## config.mk

```make
export PLATFORM = sky130hd
export DESIGN_NAME = ham_encoder_tx
export DESIGN_NICKNAME = d
export VERILOG_FILES = /design/src/rtl/ham_encoder_tx.sv
export SDC_FILE = /design/constraint.sdc
export NUM_CORES = 1
export LEC_CHECK = 0
export ABC_CLOCK_PERIOD_IN_PS = 1700
export BUFFER_PORTS_ARGS = -buffer_cell sky130_fd_sc_hd__buf_2
export CORE_MARGIN = 1.5
export CORE_UTILIZATION = 34
export DETAILED_ROUTE_END_ITERATION = 16
export PLACE_DENSITY = 0.55
export SLEW_MARGIN = 20
export SYNTH_ARGS = -nofsm -noshare
export SYNTH_HDL_FRONTEND = slang
export SYNTH_SLANG_ARGS = --single-unit
```

## constraint.sdc

```tcl
create_clock -name clk -period 1.7 [get_ports clk]
set_input_delay 0.17 -clock clk [delete_from_list [all_inputs] [get_ports clk]]
set_output_delay 0.17 -clock clk [all_outputs]
set_load 0.02 [all_outputs]
```

## src/rtl/ham_encoder_tx.sv

```systemverilog
// Hamming(7,4) transmitter: nibble in over valid/ready, registered codeword out plus LSB-first serial stream.
// Optional error injection on the codeword is compiled in with `define HAM_ERR_INJECT_EN.
module ham_encoder_tx #(
  parameter int BIT_CYCLES = 1
) (
  input  logic       clk,
  input  logic       rst,
  input  logic       d_valid,
  output logic       d_ready,
  input  logic [3:0] d,
`ifdef HAM_ERR_INJECT_EN
  input  logic [2:0] inj_pos,
`endif
  output logic [6:0] cw,
  output logic       cw_valid,
  output logic       ser_out,
  output logic       ser_en,
  output logic       busy
);

  localparam int CNT_W = (BIT_CYCLES < 2) ? 1 : $clog2(BIT_CYCLES + 1);
  localparam logic [CNT_W-1:0] CNT_LAST = CNT_W'(BIT_CYCLES - 1);

  typedef enum logic {IDLE, SHIFT} state_t;

  state_t           state, state_nxt;
  logic [CNT_W-1:0] cnt, cnt_nxt;
  logic [2:0]       bit_idx, bit_idx_nxt;
  logic [6:0]       cw_nxt;
  logic             cw_valid_nxt;
  logic [6:0]       enc;
  logic [6:0]       inj_mask;

  // Parity bits sit at Hamming positions 1, 2 and 4 so the syndrome names the flipped position.
  assign enc = {d[3], d[2], d[1], d[1] ^ d[2] ^ d[3], d[0], d[0] ^ d[2] ^ d[3], d[0] ^ d[1] ^ d[3]};

`ifdef HAM_ERR_INJECT_EN
  assign inj_mask = (inj_pos == 3'd0) ? 7'd0 : (7'd1 << (inj_pos - 3'd1));
`else
  assign inj_mask = 7'd0;
`endif

  always_comb begin
    state_nxt    = state;
    cnt_nxt      = cnt;
    bit_idx_nxt  = bit_idx;
    cw_nxt       = cw;
    cw_valid_nxt = 1'b0;
    d_ready      = 1'b0;
    busy         = 1'b0;
    ser_en       = 1'b0;
    ser_out      = 1'b0;
    case (state)
      IDLE: begin
        d_ready = 1'b1;
        if (d_valid) begin
          cw_nxt       = enc ^ inj_mask;
          cw_valid_nxt = 1'b1;
          cnt_nxt      = '0;
          bit_idx_nxt  = 3'd0;
          state_nxt    = SHIFT;
        end
      end
      SHIFT: begin
        busy    = 1'b1;
        ser_en  = 1'b1;
        ser_out = cw[bit_idx];
        if (cnt == CNT_LAST) begin
          cnt_nxt = '0;
          if (bit_idx == 3'd6) begin
            state_nxt = IDLE;
          end else begin
            bit_idx_nxt = bit_idx + 3'd1;
          end
        end else begin
          cnt_nxt = cnt + 1'b1;
        end
      end
      default: state_nxt = IDLE;
    endcase
  end

  always_ff @(posedge clk) begin
    if (rst) begin
      state    <= IDLE;
      cnt      <= '0;
      bit_idx  <= 3'd0;
      cw       <= 7'd0;
      cw_valid <= 1'b0;
    end else begin
      state    <= state_nxt;
      cnt      <= cnt_nxt;
      bit_idx  <= bit_idx_nxt;
      cw       <= cw_nxt;
      cw_valid <= cw_valid_nxt;
    end
  end

endmodule

```

==> After elaboration in Yosys (flattened, before gate mapping) <==
Index checks and enable logic that the tools add are counted.
{ "totals": {"word_cells": 38, "inputBits": 7, "out_inout_bits": 12, "regBits": 13} }
{ "classes": {"eq_ne": 4, "n_bitwise": 7, "n_lt_le_gt_ge": 1, "n_mux": 16, "n_addsub": 2, "reduce_logical": 3} }
{ "op_table": {"columns": ["cell", "n"], "rows": [
  ["2-to-1 mux 1 bit", 9],
  ["2-to-1 mux 3 bit", 3],
  ["inequality test 2 bit, second input constant", 3],
  ["one-hot mux 3 bit (2 select lines)", 1],
  ["XOR 1 bit", 6],
  ["less-than comparator 3 x 4 -> 1 bit, second input constant", 1],
  ["one-hot mux 1 bit (2 select lines)", 2],
  ["adder 3 x 1 -> 3 bit, second input constant", 1],
  ["binary-select mux 1 bit (select 3 bit)", 1],
  ["equality test 3 bit, second input constant", 1],
  ["AND reduction 3 bit", 1],
  ["AND reduction 2 bit", 1],
  ["OR reduction 2 bit", 1],
  ["adder 1 bit, second input constant", 1],
  ["NOT 1 bit", 1]
]} }

==> Logic depth before layout (Yosys ltp) <==
Gate-level depths: netlist of the first run.
{ "depth": {"word_depth": 4, "mapped_depth": 5, "mapped_depth_nobuf": 5} }

==> Worst setup path before layout of the first run <==
No wires, ideal clock.
{ "synth_timing": {"kind": "register to output", "start": "register bit_idx[1]", "end": "output port ser_out", "path_buffers": 0, "arrival_time_ps": 1185, "path_slack_ps": 345, "required_ps": 1530, "stages_incl_launch_ff": 3, "path_cell_list": "dfxtp_1 > mux4_2 > o211a_1"} }
{ "synth_via": {"elab_chain_cells": 3} }
{ "synth_lines": {"columns": ["element", "line", "source"], "rows": [
  ["start, declared", "28", "logic [2:0] bit_idx, bit_idx_nxt;"],
  ["start signal, assigned", "93", "bit_idx <= bit_idx_nxt;"],
  ["binary-select mux 1 bit (select 3 bit)", "67", "ser_out = cw[bit_idx];"],
  ["2-to-1 mux 1 bit (not written as such)", "67", null],
  ["2-to-1 mux 1 bit", "53", "case (state)"],
  ["end, declared", "16", "output logic ser_out,"]
]} }
Every way passes these cells. The select of a mux whose other input is x is not followed.

==> Worst setup path after layout of the first run <==
Same ends and word-level chain as after synthesis.

==> results of run 1 <==
==> Yosys cell counts (all sizes together), types with 2 or more instances <==
library cell | n | share of area
a21oi | 9 | 0.073
buf | 2 | 0.031
clkbuf | 2 | 0.029
dfxtp | 12 | 0.39
ha | 2 | 0.041
inv | 2 | 0.012
nand2 | 10 | 0.061
nand2b | 2 | 0.033
nand3 | 4 | 0.033
nand3b | 3 | 0.037
nand4b | 2 | 0.029
or4 | 2 | 0.024
==> path summary, 6_finish.rpt <==
path	slack, ps	endpoint	from
worst max register to register	280	bit_idx[1]	bit_idx[0]
worst min-delay path	160	cw[5]	d[2]
worst max-delay path	50	ser_out	bit_idx[1]
worst min register to register	480	cw[4]	cw[4]
==> layer usage <==
metal / track usage / up-vias / wire (µm)
li1: - / 269 / -
met1: 0.185 / 245 / 613
met2: 0.172 / 14 / 536
met3: 0.0357 / 0 / 53
met4: 0.0706 / 0 / 0
met5: 0 / - / 0
==> power groups by stage <==
| stage | Clock [mW] | Sequential, mW | Combinational [mW] |
|---|---|---|---|
| floorplan | 0 | 0.339 | 0.0748 |
| global placement | 0 | 0.324 | 0.124 |
| detailed placement | 0 | 0.324 | 0.123 |
| CTS | 0.228 | 0.316 | 0.124 |
| global route | 0.245 | 0.319 | 0.139 |
| finish | 0.221 | 0.315 | 0.126 |
==> worst min-delay path: stages <==
cell and delay (ps):
buf_2 110, nand2_1 50, a21oi_1 50
==> cell families after synthesis <==
group / after synthesis / share of synthesized area
buffers and inverters: 6 / 0.0714
multiplexers: 2 / 0.0531
AO/OA/AOI/OAI: 12 / 0.118
flip-flops: 12 / 0.392
XOR/XNOR: 2 / 0.0531
adder cells (fa/ha/maj): 2 / 0.0408
AND/OR/NAND/NOR: 28 / 0.271
==> layout by cell type, fill, tap and decap left out, types with 2 or more instances in the layout <==
cell | Yosys | layout
clkbuf_4 | 0 | 3
dfxtp_1 | 12 | 11
nand3_1 | 4 | 4
or4_1 | 2 | 2
buf_2 | 0 | 18
inv_1 | 2 | 2
ha_1 | 2 | 2
nand3b_1 | 3 | 3
nand2_1 | 10 | 10
a21oi_1 | 9 | 9
buf_4 | 1 | 2
nand4b_1 | 2 | 2
==> registers in the layout, indices dropped and copies added (netlist names) <==
name,count
cw,7
bit_idx,3
cw_valid,1
state,1
==> final cells by class <==
class	instances	area, µm²
Fill cell	173	955
Multi-Input combinational cell	46	329
Sequential cell	12	244
Timing Repair Buffer	20	105
Clock buffer	4	36.3
Tap cell	25	31.3
Inverter	2	7.51
==> timing repair <==
action                     CTS  global route
buffers inserted             0             2
resized for setup            2             0
hold endpoints to repair     0             0
setup endpoints to repair    1             1
==> out/results.ini, run 1 <==
[synth]
ys_warn_count = 0
synth-main-ff-cell = dfxtp_1
synth_seq_area_share = 0.392
synthesis.nets = 73
mappedNetlistArea_um2 = 613
synth_area_per_cell_um2 = 9.58
synth-edff-count = 0
ys_ff_latch = 12
synthArstFlopShare = 0
ys_types = 27
synthCells = 64

[timing]
setup_violations = 0
skew_ps = 2.53
holdWs_ps = 163
slew_headroom = 0.654
post-route-min-period_ps = 1650
rsz0062_at_grt = true
finalSetupTns_ps = 0
hold_viol = 0
finalMaxSlewViolations = 0
period_share = 0.972
worst_pin_slew_ps = 518
fmax_mhz = 605
finalWorstSetupSlack_ps = 47.6

[power_and_ir_drop]
power_density_mw_per_mm2 = 879
peakVddDrop_mv = 0.340
internal-power_uw = 481
netSwitchingFraction = 0.272
p_leak_nw = 0.348
combPwrFrac = 0.190
finalPower_uw = 662
clockPowerShare = 0.334
power_frac_seq = 0.476
switchingPower_uw = 180

[critical_path]
end_kind = primary output
path_cells = mux4_2 -> o211a_1 -> buf_2
cp.arrival_ps = 1480
critical-path-top-delay-family = multiplexers
cp_num_cells = 3
critPathBufInv = 1
cp_max_fo = 3
worstPathRequired_ps = 1530
cp-start-kind = flop
rr_worst_depth = 5
crit_type = reg2out
cp_slowest_cell = mux4_2
crit_path_max_incr_delay_ps = 480

[floorplanning]
start_util = 0.359
fp.dieW_um = 45.5
pin_count = 19
die_h_um = 45.5
design.core.area_mm2 = 0.00171
die-area_mm2 = 0.00207
fp-row-count = 15

[global_routing]
grt_pass1_wl_um = 1890
grt-ovfl-total = 0
grt_max_degree = 17
grt_pass1_vias = 423
antenna_found_initial = 0
track_usage = 0.129

[placement]
dpl_cell_area_um2 = 698
dp_slack_ps = 222
portBuffers = 18
gp_congestion = 0.770
placed_cells = 103
dpl.hpwl_um = 873

[clock_tree]
htree_levels = 1
clk_latency_ps = 260
cts_made_buffers = 3
clk_pin_slew_ps = 80
clock-sinks = 12
cts_tree = built
cts_hold_buf = 0
clockBufferDepth = 2
cts-root-buf = clkbuf_4

[route]
final_antenna_net_count = 0
wire_per_inst_um = 11.0
vias_per_cell = 4.84
drcViolationCount = 0
vias = 528
wirelength_um = 1200
drtIter0Drc = 4
drt_pass1_iterations = 4

[final_layout]
layout.nets = 94
layout-drive-gt1-share = 0.345
area_delta_synth_final_pct = 22.9
fin_area_um2 = 753
diodes = 0
instances_no_fill = 109
fin_util = 0.441

[worst_hold_path]
hold_path.class = in2reg
hold_depth = 3

[flow_run]
cap_violations = 0

[status]
status = finished, final reports clean

No activity file was read; power rests on OpenSTA's default activity.
==> run 2, diff against run 1 <==
ABC_AREA = 1   (was unset)
PLACE_DENSITY = 0.54   (was 0.55)
==> out/results.ini, run 2 <==
[critical_path]
rr_worst_depth = 6
cp-start-kind = flop
end_kind = primary output
crit_type = reg2out
cp_max_fo = 7
worstPathRequired_ps = 1530
rr_endpoint = bit_idx[1]
reg2reg_from = bit_idx[0]
r2r_slack_ps = 390
cp.arrival_ps = 1300

[timing]
skew_ps = 2.13
worst_pin_slew_ps = 235
setup_violations = 0
finalSetupTns_ps = 0
finalWorstSetupSlack_ps = 225
slew_headroom = 0.843
rsz0062_at_grt = false
hold_viol = 0
period_share = 0.868
post-route-min-period_ps = 1470
finalMaxSlewViolations = 0
fmax_mhz = 678

[synth]
synth_area_leader_cell = dfxtp_1
synth-main-ff-cell = dfxtp_1
synthesis.nets = 120
yosys-top-cells-count = nand2_1 (48), inv_1 (19), dfxtp_1 (12)
synthCells = 111
ys_top_cells_by_area = dfxtp_1 (35%), nand2_1 (26%), inv_1 (10%)
yosysMostFrequentCell = nand2_1
ys_warn_count = 0
synth_seq_area_share = 0.353
synthArstFlopShare = 0
synth_area_per_cell_um2 = 6.13
ys_ff_latch = 12
ys_types = 17
synth-edff-count = 0
mappedNetlistArea_um2 = 681
synth.top_cell.area_share = 0.353

[placement]
portBuffers = 18
dp_slack_ps = 401
placed_cells = 155
gp_congestion = 0.831
dpl.hpwl_um = 1120

[global_routing]
grt-ovfl-total = 0
use_met1 = 0.194
grt_max_degree = 11
track_usage = 0.151
grt_pass1_vias = 580
grt_util_met3 = 0.0566
busiest_layer = met2
grtUsageMet2 = 0.221
antenna_found_initial = 0
grt_pass1_wl_um = 2350

[final_layout]
layout-drive-gt1-share = 0.221
top_register = cw
regArea_um2 = 240
reg.largest.list = cw x7, bit_idx x3
final_cell_mix = nand2_1 (48), inv_1 (19), buf_2 (18)
fill_cells = 213
area_delta_synth_final_pct = 20.4
layout_commonest_cell = nand2_1
fin_util = 0.426
diodes = 0
instances_no_fill = 158
layout.nets = 142
largest_reg_flops = 7
multi_input_area_um2 = 354

[floorplanning]
fp.dieW_um = 47.7
fp-row-count = 16
pin_count = 19
design.core.area_mm2 = 0.00192
start_util = 0.354
die_h_um = 47.7
die-area_mm2 = 0.00228

[route]
drt_pass1_iterations = 4
vias_per_cell = 4.27
drtIter0Drc = 14
final_antenna_net_count = 0
wirelength_um = 1400
wire_per_inst_um = 8.84
drcViolationCount = 0
vias = 674

[worst_hold_path]
hold_path.class = in2reg
min_to = bit_idx[1]
worstHoldStart = rst
hold_depth = 2

[clock_tree]
clk_latency_ps = 270
cts_tree = built
cts_setup_buffers = 0
cts_hold_buf = 0
htree_levels = 1
cts_made_buffers = 3
cts-root-buf = clkbuf_4
clockBufferDepth = 2
clk_pin_slew_ps = 70
clock-sinks = 12
ctsResizeCount = 0

[power_and_ir_drop]
peakVddDrop_mv = 0.320
p_leak_nw = 0.471
power_density_mw_per_mm2 = 783

[status]
status = finished, final reports clean

[flow_run]
cap_violations = 0

==> run 2: layout make-up <==
type / count / share of cell area
multi-input cells: 77 / 0.432
well taps: 27 / 0.0412
clock buffers: 3 / 0.0275
inverters: 21 / 0.0962
repair buffers: 18 / 0.110
flip-flops and latches: 12 / 0.293
==> run 2: worst max-delay path, cell delays in order, from the launching register on <==
cell     delay [ps]
dfxtp_1         450
inv_2           100
nand2_1          70
nand3_1          60
nand2_1          60
nand2_1          40
nor2_1           90
buf_2           160
==> run 2: worst max-delay path by stage <==
stage,from,endpoint,slack [ps],cells past startpoint
global placement,bit_idx[0],bit_idx[1],430,6
finish,bit_idx[0],ser_out,230,7
CTS,bit_idx[0],ser_out,210,7
floorplan,bit_idx[0],bit_idx[1],480,6
detailed placement,bit_idx[0],bit_idx[1],400,6
global route,bit_idx[0],ser_out,90,7
==> run 2: power by group <==
group,total (mW),switching (mW),internal [mW]
clock network,0.173,0.0911,0.0819
registers,0.316,0.0160,0.300
logic,0.153,0.101,0.0519
==> run 2: routing by layer <==
layer | wire, µm | up-vias | part of all wire
met5 | 0 | - | 0
met4 | 12 | 0 | 0.0086
met3 | 66 | 2 | 0.047
met2 | 585 | 17 | 0.42
met1 | 732 | 280 | 0.52
li1 | - | 375 | -
==> run 2: cells by family after synthesis <==
group,count (synthesis),share of synthesized area
AND/OR/NAND/NOR,67,0.415
buffers and inverters,22,0.127
flip-flops,12,0.353
AO/OA/AOI/OAI,8,0.0680
adder cells (fa/ha/maj),2,0.0368
==> run 2: per-stage QoR <==
| stage | hold slack [ps] | cell area, µm² | power, mW |
|---|---|---|---|
| 6_report | 80.9 | 820 | 0.641 |
| 2_1_floorplan | 232 | 681 | 0.429 |
| 5_1_grt | 71.0 | 820 | 0.696 |
| 3_3_place_gp | 361 | 797 | 0.476 |
| 3_5_place_dp | 365 | 797 | 0.476 |
| 4_1_cts | 70.5 | 820 | 0.654 |
==> run 3, diff against run 2 <==
ABC_AREA = unset   (was 1)
BUFFER_PORTS_ARGS = unset   (was -buffer_cell sky130_fd_sc_hd__buf_2)
DONT_BUFFER_PORTS = 1   (was unset)
PLACE_DENSITY = 0.46   (was 0.54)
==> out/results.ini, run 3 (same netlist as run 1, synthesis figures left out) <==
[status]
status = finished, final reports clean

[timing]
skew_ps = 1.20
period_share = 0.954
holdWs_ps = 29.5
finalMaxSlewViolations = 0
hold_viol = 0
fmax_mhz = 617
worst_pin_slew_ps = 393
finalWorstSetupSlack_ps = 78.6
slew_headroom = 0.737
post-route-min-period_ps = 1620
setup_violations = 0
finalSetupTns_ps = 0
rsz0062_at_grt = false

[placement]
dpl.hpwl_um = 897
dpl_cell_area_um2 = 631
dp_slack_ps = 278
placed_cells = 88
gp_congestion = 0.682
portBuffers = 0

[route]
vias = 467
drt_pass1_iterations = 2
wire_per_inst_um = 13.5
vias_per_cell = 5.02
drcViolationCount = 0
wirelength_um = 1260
drtIter0Drc = 2
final_antenna_net_count = 0

[floorplanning]
fp-row-count = 15
design.core.area_mm2 = 0.00171
die_h_um = 45.5
pin_count = 19
die-area_mm2 = 0.00207
start_util = 0.359
fp.dieW_um = 45.5

[global_routing]
track_usage = 0.147
antenna_found_initial = 0
grt_max_degree = 14
grt-ovfl-total = 0
grt_pass1_vias = 467
grt_pass1_wl_um = 2100

[final_layout]
layout.nets = 78
reg.largest.list = cw x7, bit_idx x3
layout_commonest_cell = dfxtp_1
diodes = 0
fin_util = 0.401
fin_area_um2 = 686
final_cell_mix = dfxtp_1 (11), nand2_1 (10), a21oi_1 (9)
largest_reg_flops = 7
instances_no_fill = 93
area_delta_synth_final_pct = 11.8
layout-drive-gt1-share = 0.191
fill_cells = 180
top_register = cw

[worst_hold_path]
hold_path.class = in2reg

[critical_path]
worstPathRequired_ps = 1530
cp.arrival_ps = 1450
end_kind = primary output
crit_type = reg2out
cp-start-kind = flop
cp_max_fo = 6

[power_and_ir_drop]
peakVddDrop_mv = 0.418
finalPower_uw = 648
p_leak_nw = 0.261
power_density_mw_per_mm2 = 945

[flow_run]
cap_violations = 0

[clock_tree]
cts_setup_buffers = 0
clockBufferDepth = 2
clk_pin_slew_ps = 80
htree_levels = 1
cts_tree = built
cts-root-buf = clkbuf_4
clock-sinks = 12
cts_made_buffers = 3
clk_latency_ps = 270

-- run 3: metal layers --
metal	GRT usage	part of all wire
met2	0.211	0.45
met4	0.106	0.0095
met5	0	0
met3	0.0635	0.057
met1	0.173	0.48
-- run 3: layout make-up --
class                   count  area (µm²)  share of cell area
well taps                  25        31.3              0.0456
multi-input cells          46         337               0.491
flip-flops and latches     12         241               0.352
clock buffers               4        36.3              0.0529
inverters                   2        7.51              0.0109
repair buffers              4        32.5              0.0474
-- run 3: path summary, 6_finish.rpt --
path / startpoint / endpoint / depth (start not counted) / slack (ps)
setup / recovery: bit_idx[1] / ser_out / 2 / 80
hold / removal: d[2] / cw[5] / 2 / 30
setup reg to reg: bit_idx[0] / bit_idx[1] / 5 / 290
hold reg to reg: bit_idx[1] / bit_idx[1] / 2 / 510
-- run 3: report_power, final --
part	switching, mW	leakage, nW	internal (mW)	total, mW
Combinational	0.0456	0.141	0.0430	0.0886
Clock	0.0947	0.0210	0.130	0.225
Sequential	0.0354	0.0990	0.299	0.335
Total	0.176	0.261	0.472	0.648
-- run 3: worst max-delay path, stage by stage, from the launching register on --
cell,delay (ps)
dfxtp_2,390
mux4_2,520
o211a_4,270
-- run 3: repair_timing --
item                       in CTS  in global routing
setup endpoints to repair       1                  1
gates resized for setup         1                  1
hold endpoints to repair       10                  0
hold buffers                    1                  0
